--- config.mk ---
export PLATFORM = sky130hd
export DESIGN_NAME = uart_tx_ctrl
export DESIGN_NICKNAME = d
export VERILOG_FILES = /design/src/rtl/uart_tx_ctrl.sv
export SDC_FILE = /design/constraint.sdc
export NUM_CORES = 1
export LEC_CHECK = 0
export BUFFER_PORTS_ARGS = -buffer_cell sky130_fd_sc_hd__buf_2
export CAP_MARGIN = 20
export CORE_MARGIN = 4
export CORE_UTILIZATION = 35
export CTS_CLUSTER_DIAMETER = 50
export DETAILED_ROUTE_END_ITERATION = 16
export GPL_TIMING_DRIVEN = 0
export HOLD_SLACK_MARGIN = 0.02
export PLACE_DENSITY_LB_ADDON = 0.15
export REMOVE_ABC_BUFFERS = 1
export SLEW_MARGIN = 20
export SYNTH_ARGS = -nofsm -noshare
export SYNTH_HDL_FRONTEND = slang
export SYNTH_SLANG_ARGS = --single-unit
--- constraint.sdc ---
create_clock -name CLK -period 2.09 [get_ports CLK]
set_clock_uncertainty 0.1 [all_clocks]
set_input_delay 0.3135 -clock CLK [delete_from_list [all_inputs] [get_ports CLK]]
set_output_delay 0.3135 -clock CLK [all_outputs]
set_load 0.01 [all_outputs]
--- src/rtl/uart_tx_ctrl.sv ---
// UART TX frame sequencer: start, LSB-first data, optional parity, stop.
// Define UART_TX_TWO_STOP_EN to stretch the stop bit to two cycles.
module uart_tx_ctrl #(
  parameter int DATA_WIDTH = 8
) (
  input  logic                  CLK,
  input  logic                  RST,
  input  logic [DATA_WIDTH-1:0] P_Data,
  input  logic                  Data_Valid,
  input  logic                  PAR_EN,
  input  logic                  PAR_Bit,
  output logic                  Par_Load,
  output logic                  TX_OUT,
  output logic                  Busy
);

  localparam int CW = (DATA_WIDTH > 1) ? $clog2(DATA_WIDTH) : 1;
  localparam logic [CW-1:0] LAST_BIT = CW'(DATA_WIDTH - 1);

  typedef enum logic [2:0] {
    S_IDLE   = 3'd0,
    S_START  = 3'd1,
    S_DATA   = 3'd2,
    S_PARITY = 3'd3,
    S_STOP   = 3'd4
  } state_t;

  state_t                r_state, w_next;
  logic [DATA_WIDTH-1:0] r_shift, w_shift;
  logic [CW-1:0]         r_cnt,   w_cnt;
  logic                  r_par,   w_par;
  logic                  r_par_en, w_par_en;
  logic                  r_tx,    w_tx;
  logic                  r_busy,  w_busy;
`ifdef UART_TX_TWO_STOP_EN
  logic                  r_stop_cnt, w_stop_cnt;
`endif

  always_ff @(posedge CLK or negedge RST) begin
    if (!RST) begin
      r_state  <= S_IDLE;
      r_shift  <= '0;
      r_cnt    <= '0;
      r_par    <= 1'b0;
      r_par_en <= 1'b0;
      r_tx     <= 1'b1;
      r_busy   <= 1'b0;
    end else begin
      r_state  <= w_next;
      r_shift  <= w_shift;
      r_cnt    <= w_cnt;
      r_par    <= w_par;
      r_par_en <= w_par_en;
      r_tx     <= w_tx;
      r_busy   <= w_busy;
    end
  end

`ifdef UART_TX_TWO_STOP_EN
  always_ff @(posedge CLK or negedge RST) begin
    if (!RST) r_stop_cnt <= 1'b0;
    else      r_stop_cnt <= w_stop_cnt;
  end
`endif

  // w_tx is the line value for the state being entered, so TX_OUT stays a
  // pure register output aligned with r_state.
  always_comb begin
    w_next   = r_state;
    w_shift  = r_shift;
    w_cnt    = r_cnt;
    w_par    = r_par;
    w_par_en = r_par_en;
    w_tx     = 1'b1;
    Par_Load = 1'b0;
`ifdef UART_TX_TWO_STOP_EN
    w_stop_cnt = 1'b0;
`endif
    case (r_state)
      S_IDLE: begin
        if (Data_Valid) begin
          Par_Load = RST;
          w_next   = S_START;
          w_shift  = P_Data;
          w_par_en = PAR_EN;
          w_tx     = 1'b0;
        end
      end
      S_START: begin
        w_par  = PAR_Bit;
        w_next = S_DATA;
        w_cnt  = '0;
        w_tx   = r_shift[0];
      end
      S_DATA: begin
        w_shift = r_shift >> 1;
        if (r_cnt == LAST_BIT) begin
          if (r_par_en) begin
            w_next = S_PARITY;
            w_tx   = r_par;
          end else begin
            w_next = S_STOP;
          end
        end else begin
          w_cnt = r_cnt + 1'b1;
          w_tx  = r_shift[1];
        end
      end
      S_PARITY: w_next = S_STOP;
      S_STOP: begin
`ifdef UART_TX_TWO_STOP_EN
        if (!r_stop_cnt) w_stop_cnt = 1'b1;
        else             w_next     = S_IDLE;
`else
        w_next = S_IDLE;
`endif
      end
      default: w_next = S_IDLE;
    endcase
    w_busy = (w_next != S_IDLE);
  end

  assign TX_OUT = r_tx;
  assign Busy   = r_busy;

endmodule

==> After elaboration in Yosys (flattened, before gate mapping) <==
Cells that the tools add are included.
{ "classes": {"muxes": 14, "n_addsub": 1, "n_reduce_logical": 7, "eq_ne": 6} }
{ "op_table": {"columns": ["operator", "n"], "rows": [
  ["$pmux W8 S2", 1],
  ["$mux W3", 4],
  ["$pmux W3 S4", 1],
  ["$mux W8", 1],
  ["$eq A3 B2 Y1 const B", 2],
  ["$pmux W3 S2", 1],
  ["$reduce_and A2 Y1", 3],
  ["$mux W1", 5],
  ["$ne A2 B2 Y1 const B", 2],
  ["$reduce_bool A2 Y1", 2],
  ["$add A3 B1 Y3 const B", 1],
  ["$eq A3 B1 Y1 const B", 1],
  ["$eq A3 B3 Y1 const B", 1],
  ["$logic_not A3 Y1", 1],
  ["$pmux W1 S3", 1],
  ["$reduce_bool A3 Y1", 1]
]} }
{ "totals": {"register_bits": 18, "input_bits": 13, "word_cells": 35, "out_inout_bits": 3} }

==> Depth between registers and ports, before layout <==
{ "logic_depth": {"ltp_word": 4, "mapped_depth": 5, "depth_no_buf": 5} }

==> Worst setup path before layout <==
No wires, ideal clock.
{ "synth_timing": {"path_type": "flip-flop to flip-flop", "from": "register r_cnt[0]", "to": "register r_cnt[0]", "required_time_ns": 1.864, "path_slack_ns": 0.483, "path_stages_with_launch": 6, "path_buffers": 0, "synth_period_minus_slack_ns": 1.607, "setup_ns": 0.126, "arrival_time_ns": 1.381, "path_cell_list": "dfrtp_1 ha_1 ha_1 o21ai_0 nand2b_1 a221o_1"} }
{ "synth_via": {"elab_chain_cells": 3, "word_cells_on_any_way": 6, "classes_between": "add/sub (1); eq/ne (2); mux (2); reduce/logical (1)"} }
{ "synth_lines": {"columns": ["element", "line", "source"], "rows": [
  ["from (decl)", "30", "logic [CW-1:0] r_cnt, w_cnt;"],
  ["from (signal assigned)", "51", "r_cnt <= w_cnt;"],
  ["$add A3 B1 Y3 / $eq A3 B3 Y1 (equally long branches)", "105, 97", null],
  ["$mux W3 / $ne A2 B2 Y1 (equally long branches)", null, null],
  ["$pmux W3 S2 / $reduce_and A2 Y1 (equally long branches)", null, null]
]} }
Parallel ways exist; a longest one is shown, timed or not. The select of a mux whose other input is x is not followed.
A chain may end at the register's enable or synchronous reset.

==> Worst setup path in the final report <==
{ "layout_timing": {"from": "input RST", "to": "output Par_Load"} }
{ "layout_via": {"elab_chain_cells": 2} }
{ "layout_lines": {"columns": ["element", "line", "source"], "rows": [
  ["from (decl)", "7", "input logic RST,"],
  ["$mux W1", "81", "if (Data_Valid) begin"],
  ["$mux W1", "79", "case (r_state)"],
  ["to (decl)", "12", "output logic Par_Load,"]
]} }
Every way passes these cells.

==> summary by stage <==
Global routing
The aggregate global-route resource usage is 0.129. The maximum number of pins on one net before global-route repair is 20. The first-pass GRT wire length is 3.51 mm. For this run the aggregate overflow at the end of global routing stands at 0. The number of global-route vias before repair is ~750. The number of antenna violations at the first check in global routing is 0.

Setup path
Counting stages on the worst path, the most repeated cell is sky130_fd_sc_hd__buf_2. The buffering stage count on the worst path with inverters included is 3. In this run the worst path has a maximum fanout of 19. The reg2reg setup slack is 0.36 ns. The critical path goes through dlygate4sd3_1 -> buf_2 -> and2_1 -> buf_2.

For the worst setup path, the data required time is 1.68 ns. The family with the most delay on the worst path is buffers and inverters. The worst stage delay on the critical path is 0.51 ns. The type of the worst setup path is input pin to output port. The worst setup path is launched from an input pin. STA classifies the critical path endpoint as an output port. The data arrival time of the critical path is 1.51 ns. The cell with the biggest individual delay on the critical path is sky130_fd_sc_hd__dlygate4sd3_1.

Power
The part of the power in combinational logic is 0.400. The reported leakage power is 0.464 nW. The total net switching power is 0.587 mW. The part of the power in registers is 0.456. The fraction of power consumed by the clock network is 0.144. The power density normalized to cell area is 1400 nW/um^2. The design draws 1.49 mW. IR analysis of the VDD net gives a maximum drop of 827 uV. The internal portion of total power is 0.906 mW. The switching portion of total power is 0.393.

Drt
The detailed-route via count is 759. The detailed router finished its first iteration with 18 violations. The first-pass iteration count of the detailed router is 4.

The number of vias per cell after detailed routing is about 5.3. Summed over all layers, the routed wires come to approximately 2.0 mm. The post-route antenna net violation count is 0.

In the routed design, unresolved DRC markers number 0. The average routed wire per standard cell is 13.8 um.

Synth
After technology mapping, the gate count stands at 99. The synthesized cell area is 948 um^2. The synthesized flop and latch total is 18. For this run, the number of Yosys warnings is 0. The post-synthesis cell type count is 28. In this run the mean area of a mapped cell was 9.58 um^2. The register area share after synthesis is 0.476.

Placed design
Routability-driven placement finished with a final weighted congestion of 0.723. In this run the tool buffered the top-level ports with 15 buffer cells. The post-placement setup slack is between 0.3 and 0.4 ns. The HPWL after detailed placement is 1.34 mm. After detailed placement, the total cell area comes to about 1000 um^2.

Hold path
The class of the tightest hold or removal check is input pin to flip-flop.

CTS
The clock reaches the later pin of the worst-skew pair after 0.29 ns. After clock tree synthesis, the clock-pin slew on the worst setup and hold paths is 0.10 ns. TritonCTS built the clock tree. The number of clock sinks seen by CTS is 18.

The number of CTS-inserted buffers is 3. The maximum count of clock buffers along a single path is 2. In this run the post-CTS setup repair buffer count came out at 0. The master cell of the clock root buffer is sky130_fd_sc_hd__clkbuf_4. The number of H-tree levels is 1.

Finish
The area occupied by registers is 453 um^2. Once layout is done, the placed cells without fillers occupy 1070 um^2. The number of inserted filler cells in the final layout is 262. The top cell types in the final layout, fill and taps aside, are 16 x sky130_fd_sc_hd__dfrtp_1, 15 x sky130_fd_sc_hd__buf_2, 14 x sky130_fd_sc_hd__o22ai_1. The area growth from synthesis to layout is 12.8%.

The most common cell after layout, fill and taps aside is sky130_fd_sc_hd__dfrtp_1. Of the cells placed in the final design, the portion with a size suffix greater than 1 is 0.221. 0 antenna diodes ended up in the layout. After the last flow step, the layout net total stands at 129. The footprint of the multi-input gates is 447 um^2.

Status
The run finished with clean final reports.

Die
The starting utilization of the core area is 0.376. The vertical die dimension is 60.1 um. The floorplan step set the die width to 60.1 um. For this design the top-level I/O count stands at 16.

After floorplanning, the core was divided into 18 placement rows. The die covers 3610 um^2. After floorplanning, the core was sized to cover 2520 um^2.

STA
Setup repair after global routing left no endpoint under its margin. Setup violations remaining at the end of the flow were counted as 0. The highest clock rate is 0.520 GHz.

The worst path in the final design needs a cycle of 1.92 ns, including I/O delays and setup. The tightest slew margin relative to the limit is 0.724. The final number of hold-violating endpoints is 0. Once routing completed, OpenROAD measured the worst setup slack at 0.167 ns. The aggregate negative setup slack is 0 ns. The slew at the pin with the worst max-slew slack is 0.414 ns. The fraction of the cycle the final worst path needs is 0.920. The final number of max-transition violations is 0.

Run
Across the run, the number of max-cap violations was 0.
-- synth_stat cells --
cell                       instances  share of area
sky130_fd_sc_hd__a21oi_1          10          0.053
sky130_fd_sc_hd__dfstp_2           1          0.028
sky130_fd_sc_hd__dfrtp_1          17           0.45
sky130_fd_sc_hd__inv_2             1         0.0040
sky130_fd_sc_hd__buf_2             4          0.021
sky130_fd_sc_hd__mux2_2            2          0.024
sky130_fd_sc_hd__or3b_1            1         0.0092
sky130_fd_sc_hd__nor3_1            2          0.011
sky130_fd_sc_hd__o22ai_1          14          0.092
sky130_fd_sc_hd__nand2b_1         10          0.066
sky130_fd_sc_hd__a32oi_1           1         0.0092
sky130_fd_sc_hd__a221o_1           3          0.032
sky130_fd_sc_hd__o21ai_0           3          0.016
sky130_fd_sc_hd__inv_1             2         0.0079
sky130_fd_sc_hd__o21ai_1           1         0.0053
sky130_fd_sc_hd__nor2_1            6          0.024
sky130_fd_sc_hd__and2_1            4          0.026
sky130_fd_sc_hd__nand3_1           1         0.0053
sky130_fd_sc_hd__nand2_1           4          0.016
sky130_fd_sc_hd__nor2b_1           3          0.020
sky130_fd_sc_hd__or2_1             1         0.0066
sky130_fd_sc_hd__nor2_2            1         0.0066
sky130_fd_sc_hd__a211o_1           1         0.0092
sky130_fd_sc_hd__nand3b_1          1         0.0079
sky130_fd_sc_hd__buf_6             1          0.012
sky130_fd_sc_hd__a31oi_1           1         0.0066
sky130_fd_sc_hd__buf_4             1         0.0079
sky130_fd_sc_hd__ha_1              2          0.026
-- power by group through the flow --
stage          Clock, mW  Sequential (mW)  Combinational [mW]
2_1_floorplan          0            0.651               0.452
3_3_place_gp           0            0.680               0.587
3_5_place_dp           0            0.686               0.606
4_1_cts            0.224            0.679               0.607
5_1_grt            0.244            0.712               0.682
6_report           0.214            0.681               0.598
-- kinds of logic after synthesis --
logic type	after synthesis	synth area share
AOI/OAI and AO/OA	34	0.223
adders and majority gates	2	0.0264
buffers and inverters	9	0.0528
DFF	18	0.476
muxes	2	0.0237
and+or+nand+nor	34	0.198
-- metal layers --
metal	GRT usage	share of wire	vias to the layer above	wire, um
met5	0	0	-	0
met2	0.198	0.43	19	858
li1	-	-	390	-
met3	0.0475	0.068	2	135
met1	0.174	0.49	348	964
met4	0.0285	0.011	0	21
-- flip-flops by register name (all words and copies together), names as in the netlist --
signal and cells:
Busy 1, TX_OUT 1, r_cnt 3, r_par 1, r_par_en 1, r_shift 8
r_state 3
-- final timing paths --
path,start,cells after the start,end
max,RST,4,Par_Load
min,PAR_Bit,2,r_par
max reg2reg,r_cnt[0],5,r_cnt[0]
min reg2reg,r_par,1,r_par
max in group asynchronous,RST,2,TX_OUT
min in group asynchronous,RST,2,r_shift[4]
-- timing repair --
action | CTS | global route
gates resized for setup | 0 | 1
endpoints found under the hold margin | 17 | 0
hold buffers | 1 | 0
setup endpoints to repair | 0 | 1
-- worst register-to-register path: cells and delay by family (launching register included) --
family / cells / cell delay (ns)
AOI/OAI and AO/OA: 2 / 0.52
adders and majority gates: 2 / 0.47
and+or+nand+nor: 1 / 0.12
DFF: 1 / 0.42
-- area by class of cell --
cell class | count | share of cell area
Multi-Input combinational cell | 72 | 0.418
Sequential cell | 18 | 0.423
Inverter | 3 | 0.0105
Tap cell | 30 | 0.0351
Timing Repair Buffer | 16 | 0.0795
Clock buffer | 4 | 0.0339
-- stage by stage --
step	utilization	cells	hold slack, ns
after CTS	0.424	143	0.142
after floorplan	-	93	-0.0821
after global routing	0.424	143	0.134
final	0.424	143	0.149
after global placement	0.405	138	0.172
after detailed placement	0.405	138	0.175
(Power assumes the default switching activity.)
